[src/rtl/bp_be_pkg.sv]
// Shared types for the FE-to-BE pair packer: FE queue entry layout,
// processor configuration selector, and the packer state encoding.
// Width helpers are evaluated at elaboration time only.
package bp_be_pkg;

  typedef enum logic {e_bp_default_cfg} bp_params_e;

  localparam int vaddr_width_gp = 39;
  localparam int instr_width_gp = 32;

  typedef enum logic [1:0] {
    e_instr_fetch = 2'b00,
    e_exception   = 2'b01,
    e_icache_miss = 2'b10,
    e_itlb_miss   = 2'b11
  } bp_fe_msg_type_e;

  typedef struct packed {
    bp_fe_msg_type_e             msg_type;
    logic [vaddr_width_gp-1:0]   pc;
    logic [instr_width_gp-1:0]   instr;
  } bp_fe_queue_s;

  typedef enum logic [1:0] {e_empty, e_half, e_solo} bp_be_pair_state_e;

  // Only the default configuration exists; anything else yields width 0.
  function automatic int fe_queue_width_f(bp_params_e cfg);
    return (cfg == e_bp_default_cfg) ? $bits(bp_fe_queue_s) : 0;
  endfunction

  // Only instruction-fetch entries may share an issue slot pair.
  function automatic logic is_pairable(bp_fe_queue_s e);
    return (e.msg_type == e_instr_fetch);
  endfunction

endpackage

[src/rtl/bp_be_fe_pair_packer.sv]
// Packs consecutive FE fetch entries into ordered {older, younger} pairs for the BE issue queue.
// Latency: one cycle from the completing input (or the timeout/solo flush) to the pair register.
// Backpressure: intake stalls when the pair register is full and not draining, or while a solo entry waits.
module bp_be_fe_pair_packer
  import bp_be_pkg::*;
#(
  parameter bp_params_e bp_params_p = e_bp_default_cfg,
  parameter int timeout_p = 2,
  localparam int fe_queue_width_lp = fe_queue_width_f(bp_params_p),
  localparam int age_width_lp = (timeout_p + 1 > 2) ? $clog2(timeout_p + 1) : 1
) (
  input  logic                         clk_i,
  input  logic                         reset_i,
  input  logic                         clr_v_i,
  input  logic [fe_queue_width_lp-1:0] fe_queue_i,
  input  logic                         fe_queue_v_i,
  output logic                         fe_queue_ready_o,
  output logic [fe_queue_width_lp-1:0] fe_queue1_o,
  output logic [fe_queue_width_lp-1:0] fe_queue2_o,
  output logic                         fe_queue_v1_o,
  output logic                         fe_queue_v2_o,
  input  logic                         fe_queue_ready_i
);

  localparam logic [age_width_lp-1:0] age_last_lp = age_width_lp'(timeout_p - 1);

  bp_be_pair_state_e            state_r, state_n;
  logic [age_width_lp-1:0]      age_r, age_n;
  logic [fe_queue_width_lp-1:0] hold_r, hold_n;
  logic [fe_queue_width_lp-1:0] out1_r, out2_r, out1_n, out2_n;
  logic                         outv1_r, outv2_r, outv2_n;
  logic                         load_out;

  logic slot_avail, accept, transfer, pairable;

  // The pair register may be (re)loaded when empty or when its contents leave this cycle.
  assign slot_avail       = ~outv1_r | fe_queue_ready_i;
  assign fe_queue_ready_o = ~reset_i & ~clr_v_i & slot_avail & (state_r != e_solo);
  assign accept           = fe_queue_ready_o & fe_queue_v_i;
  assign transfer         = outv1_r & fe_queue_ready_i;
  assign pairable         = is_pairable(bp_fe_queue_s'(fe_queue_i));

  // Next-state decode: decide what (if anything) lands in the pair register.
  always_comb begin
    state_n  = state_r;
    age_n    = age_r;
    hold_n   = hold_r;
    load_out = 1'b0;
    out1_n   = out1_r;
    out2_n   = out2_r;
    outv2_n  = 1'b0;
    unique case (state_r)
      e_empty: begin
        if (accept && pairable) begin
          hold_n  = fe_queue_i;
          age_n   = '0;
          state_n = e_half;
        end else if (accept) begin
          load_out = 1'b1;
          out1_n   = fe_queue_i;
          out2_n   = '0;
        end
      end
      e_half: begin
        if (accept && pairable) begin
          load_out = 1'b1;
          out1_n   = hold_r;
          out2_n   = fe_queue_i;
          outv2_n  = 1'b1;
          state_n  = e_empty;
        end else if (accept) begin
          // Held fetch goes out alone; the non-fetch entry waits its own turn.
          load_out = 1'b1;
          out1_n   = hold_r;
          out2_n   = '0;
          hold_n   = fe_queue_i;
          state_n  = e_solo;
        end else if (age_r == age_last_lp && slot_avail) begin
          load_out = 1'b1;
          out1_n   = hold_r;
          out2_n   = '0;
          state_n  = e_empty;
        end else if (age_r != age_last_lp) begin
          age_n = age_r + age_width_lp'(1);
        end
      end
      e_solo: begin
        if (slot_avail) begin
          load_out = 1'b1;
          out1_n   = hold_r;
          out2_n   = '0;
          state_n  = e_empty;
        end
      end
      default: state_n = e_empty;
    endcase
  end

  // All packer state; a director flush wins over any intake or transfer.
  always_ff @(posedge clk_i or posedge reset_i) begin
    if (reset_i) begin
      state_r <= e_empty;
      age_r   <= '0;
      hold_r  <= '0;
      out1_r  <= '0;
      out2_r  <= '0;
      outv1_r <= 1'b0;
      outv2_r <= 1'b0;
    end else if (clr_v_i) begin
      state_r <= e_empty;
      age_r   <= '0;
      outv1_r <= 1'b0;
      outv2_r <= 1'b0;
    end else begin
      state_r <= state_n;
      age_r   <= age_n;
      hold_r  <= hold_n;
      if (load_out) begin
        out1_r  <= out1_n;
        out2_r  <= out2_n;
        outv1_r <= 1'b1;
        outv2_r <= outv2_n;
      end else if (transfer) begin
        outv1_r <= 1'b0;
        outv2_r <= 1'b0;
      end
    end
  end

  assign fe_queue1_o   = out1_r;
  assign fe_queue2_o   = out2_r;
  assign fe_queue_v1_o = outv1_r;
  assign fe_queue_v2_o = outv2_r;

endmodule

[config.mk]
export PLATFORM = sky130hd
export DESIGN_NAME = bp_be_fe_pair_packer
export DESIGN_NICKNAME = d
export VERILOG_FILES = /design/src/rtl/bp_be_pkg.sv /design/src/rtl/bp_be_fe_pair_packer.sv
export SDC_FILE = /design/constraint.sdc
export NUM_CORES = 1
export LEC_CHECK = 0
export CORE_MARGIN = 2
export CORE_UTILIZATION = 47
export DETAILED_ROUTE_END_ITERATION = 8
export PLACE_DENSITY = 0.87
export SLEW_MARGIN = 30
export SYNTH_ARGS = -nofsm -noshare
export SYNTH_HDL_FRONTEND = slang
export SYNTH_SLANG_ARGS = --single-unit
[constraint.sdc]
create_clock -name clk_i -period 17.9 [get_ports clk_i]
set_clock_uncertainty 0.2 [all_clocks]
set_input_delay 3.58 -clock clk_i [delete_from_list [all_inputs] [get_ports clk_i]]
set_output_delay 3.58 -clock clk_i [all_outputs]
set_load 0.05 [all_outputs]
==> results of run 1 <==
## Yosys cell counts (all sizes together)
master     n
dfrtp    225
mux2     219
inv       77
nand2     75
mux2i     73
buf       21
clkbuf    20
ha         6
nor2       5
nor2b      5
a21o       3
nand2b     3
nand3      3
a21oi      2
and2       2
nor4b      2
a2111oi    1
a311o      1
a311oi     1
a31o       1
and3       1
nor4       1
o2111ai    1
o211ai     1
o21a       1
o22ai      1
o2bb2a     1
o31ai      1
or2        1
or3b       1
## layout make-up
cell class              count  area, sq um  area share, %
flip-flops and latches    225         5630           42.4
inverters                  77          297           2.23
repair buffers            234         2340           17.6
clock inverters             9          135           1.02
multi-input cells         412         3870           29.1
well taps                 275          344           2.59
clock buffers              34          678           5.10
## logic make-up (layout without fill, tap and decap cells)
| logic type | after synthesis | count (layout) |
|---|---|---|
| adder cells (fa/ha/maj) | 6 | 6 |
| buffers and inverters | 118 | 354 |
| AO/OA/AOI/OAI | 15 | 15 |
| multiplexers | 292 | 292 |
| flip-flops | 225 | 225 |
| AND/OR/NAND/NOR | 99 | 99 |
## registers in the layout (all words and copies together) (netlist names)
register	flops
fe_queue_v1_o	1
fe_queue_v2_o	1
state_r	2
fe_queue2_o	73
fe_queue1_o	73
age_r	2
hold_r	73
## worst paths after layout
check,start,end,slack (ps),cells after the start
worst max-delay path,clr_v_i,fe_queue_ready_o,8650,3
worst min-delay path,fe_queue1_o[25],fe_queue1_o[25],280,1
worst max register to register,state_r[0],fe_queue1_o[16],13930,9
worst min register to register,fe_queue1_o[25],fe_queue1_o[25],280,1
max in group asynchronous,reset_i,fe_queue1_o[26],12970,3
min in group asynchronous,reset_i,fe_queue2_o[45],3440,2
## metal layers
layer  vias up  global-route usage (%)  part of all wire, %
li1       2983                       -                    -
met1      3212                    25.3                   42
met2       190                    32.9                   48
met3        26                    5.67                  7.9
met4         0                    3.68                  1.3
met5         -                       0                    0
## power by group
part | switching (uW) | internal, uW | total [uW]
Clock | 201 | 308 | 508
Sequential | 95.2 | 698 | 794
Combinational | 566 | 352 | 919
Total | 862 | 1360 | 2220
## through the flow
stage / setup slack [ps] / power (uW) / util (%) / instance area (sq um)
after floorplan: 7960 / 1400 / - / 10000
after global placement: 8710 / 1690 / 59.5 / 12500
after detailed placement: 8650 / 1720 / 59.5 / 12500
after CTS: 8620 / 2250 / 63.4 / 13300
after global routing: 8600 / 2330 / 63.4 / 13300
final: 8650 / 2220 / 63.4 / 13300
==> impl_results.md, run 1 <==
- Outcome: complete, no violations
- Max Fclk: 108 MHz
- Clock Pin Slew Worst Setup and Hold Paths: 60 ps
- Largest family of logic cells by synthesized area: multiplexers
- Vias in the first global route: 6746
- RePlAce Congestion: 0.778
- Critical path peak fanout: 11
- CTS Buf Count: 24
- Fillcell total: 1622
- CP Capture Type: output pin
- DR vias/cell: 5.06
- Worst IR Drop VDD: 111 uV
- Initial Util: 47.7%
- Die Y-Extent: 150 um
- Syn Inst Count: 755
- Worst-path cell chain: clkdlybuf4s50_1 -> nor4_1 -> clkdlybuf4s50_1
- Most frequent cells in the layout: clkdlybuf4s50_1 (226), dfrtp_1 (225), mux2_2 (152)
- CTS H-tree depth: 1
- Post-synthesis adder-cell area fraction: 0.751%
- Part of the Yosys area used for sequential elements: 56.3%
- Clk buf depth: 3
- Post-synthesis simple-gate area fraction: 4.38%
- Post-cts resize count: 0
- Layout cells sized above 1: 20.8%
- Post-synth top area share: 56.3%
- Mux share of post-synthesis cell area: 32.0%
- Hold Crit Class: flop to flop
- Startpoint Class: input pin
- DIE WIDTH: 150 um
- Final wirelength: 22000 um
- DRT antenna net count: 0
- Syn nets: 839
- Die ar.: 0.0225 sq mm
- First-pass GRT wire length: 35300 um
- Post-Layout Cell Count: 1266
- Clk_lat worst skew: 520 ps
- Initial antenna violation count: 0
- GRT Resource Usage Total: 19.5%
- Critical path buffers and inverters: 2
- Placed instance count: 1223
- Cell row count: 53
- Crit-path leading delay family: buffers and inverters
- Final Hold Vio Count: 0
- Pin count of the biggest net entering global routing: 82
- Final Critical Period: 9250 ps
- Router iterations before antenna repair: 4
- Synth cell types: 34
- Area Growth Syn to Fin: 32.9%
- Vias: 6411
- Routed length per placed instance: 17.4 um
- CTS Hold Bufs: 0
- RSZ-0062 raised after global routing: no
- Synth Area in Compound Gates: 1.23%
- Crit-path slowest cell: clkdlybuf4s50_1
- Final setup viols: 0
- Core area: 0.0210 sq mm
- Post-DP HPWL: 14100 um
- Number of remaining DRC errors: 0
- Setup TNS Final: 0 ps
- Seq cells post-synth: 225
- Top-Level Pins: 227
- Post-Synth XOR/XNOR Area: 0%
- Arr. time, crit path: 5470 ps
- Cell area after synthesis: 0.0100 sq mm
- Worst-Margin Slew: 837 ps
- Final-report max-slew violation count: 0
- Fin Hold WS: 282 ps
- Critical path's largest stage delay: 850 ps
- Synthesized area per cell: 13.2 sq um
- DRT iter0 DRCs: 191
- Max Cap Viol: 0
- Clock Tree Root: clkbuf_16
- Static leakage: 0.00590 uW
- Worst Setup Path Type: input pin to output pin
- Grt ovf: 0
- Tcrit/Tclk final: 51.7%
- Clock sinks: 225
- PwrDens: 167 mW/mm^2
- Antenna Cells: 0
- TritonCTS clock tree: yes
- Leading area contributor after synthesis: dfrtp_1
- Post-CTS Setup Bufs: 0
- Final nets: 1058
- Crit path required time: 14120 ps
- Total of warnings raised by yosys: 0
- Slew margin rel.: 44.2%
- Number of port buffers: 226
- Largest cells by area after synthesis: dfrtp_1 (56%), mux2_2 (17%), mux2_1 (7.5%)
- CP dominant cell by count: clkdlybuf4s50_1
- Most common cell after layout, fill and taps aside: clkdlybuf4s50_1
Power figures use the tool's default switching activity.
==> inputs of run 2 (changes only) <==
CORE_UTILIZATION = 46   (was 47)
PLACE_DENSITY = 0.89   (was 0.87)
clock period = 7.7 ns   (was 17.9 ns; I/O delays follow)
==> impl_results.md, run 2 (synthesis results as in run 1) <==
- PwrDens: 387 mW/mm^2 (+130%)
- Max Fclk: 194 MHz
- Number of remaining DRC errors: 0 (unchanged)
- Initial Util: 47.3% (-0.45 points)
- Tcrit/Tclk final: 67.0%
- Most frequent cells in the layout: clkdlybuf4s50_1 (226), dfrtp_1 (225), mux2_2 (152)
- Post-CTS Setup Bufs: 0 (unchanged)
- Fin Hold WS: 283 ps (+1.10 ps)
- TritonCTS clock tree: yes
- Clk_lat worst skew: 510 ps (about the same)
- Clk buf depth: 3 (unchanged)
- Worst-Margin Slew: 808 ps (-28.6 ps)
- Setup TNS Final: 0 ps (unchanged)
- Sequential Area: 0.00563 sq mm (unchanged)
- Area Growth Syn to Fin: 33.1%
- Final setup viols: 0 (unchanged)
- Critical path peak fanout: 11 (unchanged)
- Fin area: 0.0133 sq mm (+0.14%)
- Worst IR Drop VDD: 259 uV (+130%)
- Number of port buffers: 226 (unchanged)
- Multi-input gate area in the final layout: 0.00387 sq mm (unchanged)
- Startpoint Class: input pin
- Clock sinks: 225 (unchanged)
- Initial antenna violation count: 1 (+1)
- Final core occ: 62.9% (-0.51 points)
- Clock Tree Root: clkbuf_16
- RR Endpoint: fe_queue1_o[10]
- Sw power: 2010 uW (+130%)
- Final nets: 1059 (+0.095%)
- R2R Path Start: state_r[0]
- Internal Power: 3140 uW (+130%)
- RePlAce Congestion: 0.808 (+3.8%)
- Outcome: complete, no violations
- Fillcell total: 1569 (-3.3%)
- Share of power burned in the clock network: 22.4% (-0.5 points)
- Vias: 6466 (+0.86%)
- Cell row count: 53 (unchanged)
- Core area: 0.0212 sq mm (+0.95%)
- Reg-to-reg slack, setup: 4160 ps (-9770 ps)
- CTS Buf Count: 24 (unchanged)
- Most common cell after layout, fill and taps aside: clkdlybuf4s50_1
- Post-DP HPWL: 14400 um (+2.1%)
- Vias in the first global route: 7036 (+4.3%)
- Pin count of the biggest net entering global routing: 140 (+71%)
- Clock Pin Slew Worst Setup and Hold Paths: 50 ps (about the same)
- Post-cts resize count: 0 (unchanged)
- Hold Crit Class: flop to flop
- Die ar.: 0.0229 sq mm (+2.1%)
- Grt ovf: 0 (unchanged)
- CTS H-tree depth: 1 (unchanged)
- PnR Total Power: 5150 uW (+130%)
- Dpl cell area: 0.0125 sq mm (+0.46%)
- Max Cap Viol: 0 (unchanged)
- WHS Path Cells: 1 (unchanged)
- DRT antenna net count: 0 (unchanged)
- Worst reg2reg path depth: 8 (-1)
- Routed length per placed instance: 17.6 um (+1.4%)
- Final wirelength: 22300 um (+1.3%)
- Final-report max-slew violation count: 0 (unchanged)
- Sequential share of power: 36.0% (+0.3 points)
- Switching share of power: 39.0% (+0.15 points)
- Worst Setup Path Type: input pin to output pin
- DIE WIDTH: 151 um (+1.1%)
- Static leakage: 0.00589 uW (about the same)
- RSZ-0062 raised after global routing: no
- DRT iter0 DRCs: 196 (+2.6%)
- Final Hold Vio Count: 0 (unchanged)
- Top-Level Pins: 227 (unchanged)
- Hold Path Origin: fe_queue1_o[29]
- Crit path required time: 5960 ps (-8160 ps)
- First-pass GRT wire length: 35700 um (+1.3%)
- CP Capture Type: output pin
- Arr. time, crit path: 3420 ps (-2050 ps)
- DR vias/cell: 5.11 (+0.94%)
- Layout cells sized above 1: 20.8% (+0.042 points)
- Router iterations before antenna repair: 4 (unchanged)
- Die Y-Extent: 151 um (+1.1%)
- CTS Hold Bufs: 0 (unchanged)
- Slew margin rel.: 46.1% (+1.9 points)
- Final Critical Period: 5160 ps
- Logic gate share of total power: 41.6% (+0.2 points)
- GRT Resource Usage Total: 19.5% (-0.027 points)
- Hold EP: fe_queue1_o[29]
-- run 2: cell types whose count changed in the layout (fill, tap and decap cells not counted), sizes merged --
cell and change:
inv -2, bufinv -1, diode +1, clkbuf -1, clkinvlp +2, clkinv -1
buf +1
-- run 2: critical path: stages --
cell             delay, ps
clkdlybuf4s50_1        670
nor4_1                 360
clkdlybuf4s50_1        850
-- run 2: metrics by stage --
stage / std cells / worst slack (ps)
after detailed placement: 1224 / 2540
after CTS: 1264 / 2530
after global routing: 1265 / 2490
final: 1265 / 2540
after floorplan: 755 / 2680
after global placement: 1222 / 2550
-- run 2: how the worst max path moves through the flow --
stage,from,endpoint,slack [ps],cells past startpoint
after CTS,clr_v_i,fe_queue_ready_o,2530,3
after detailed placement,clr_v_i,fe_queue_ready_o,2540,3
after global placement,clr_v_i,fe_queue_ready_o,2550,3
after global routing,clr_v_i,fe_queue_ready_o,2490,3
final,clr_v_i,fe_queue_ready_o,2540,3
after floorplan,clr_v_i,fe_queue_ready_o,2680,2
-- run 2: routing by layer --
metal,global-route usage (%),up-vias,wire (um)
li1,-,2974,-
met1,24.3,3262,9410
met2,32.9,185,10800
met3,5.81,45,1610
met4,5.75,0,502
met5,0,-,0
-- run 2: cell type report --
| type | count | area share (%) |
|---|---|---|
| Multi-Input combinational cell | 412 | 29.1 |
| Timing Repair Buffer | 235 | 17.9 |
| Sequential cell | 225 | 42.3 |
| Antenna cell | 1 | 0.0188 |
| Clock inverter | 7 | 0.658 |
| Inverter | 77 | 2.20 |
| Tap cell | 275 | 2.59 |
| Clock buffer | 33 | 5.23 |
-- run 2: power by group through the flow --
stage                     Clock (uW)  Sequential, uW  Combinational (uW)
after floorplan                    0            2710                 549
after global placement             0            1840                2100
after detailed placement           0            1860                2150
after CTS                       1180            1850                2170
after global routing            1230            1910                2260
final                           1150            1850                2140
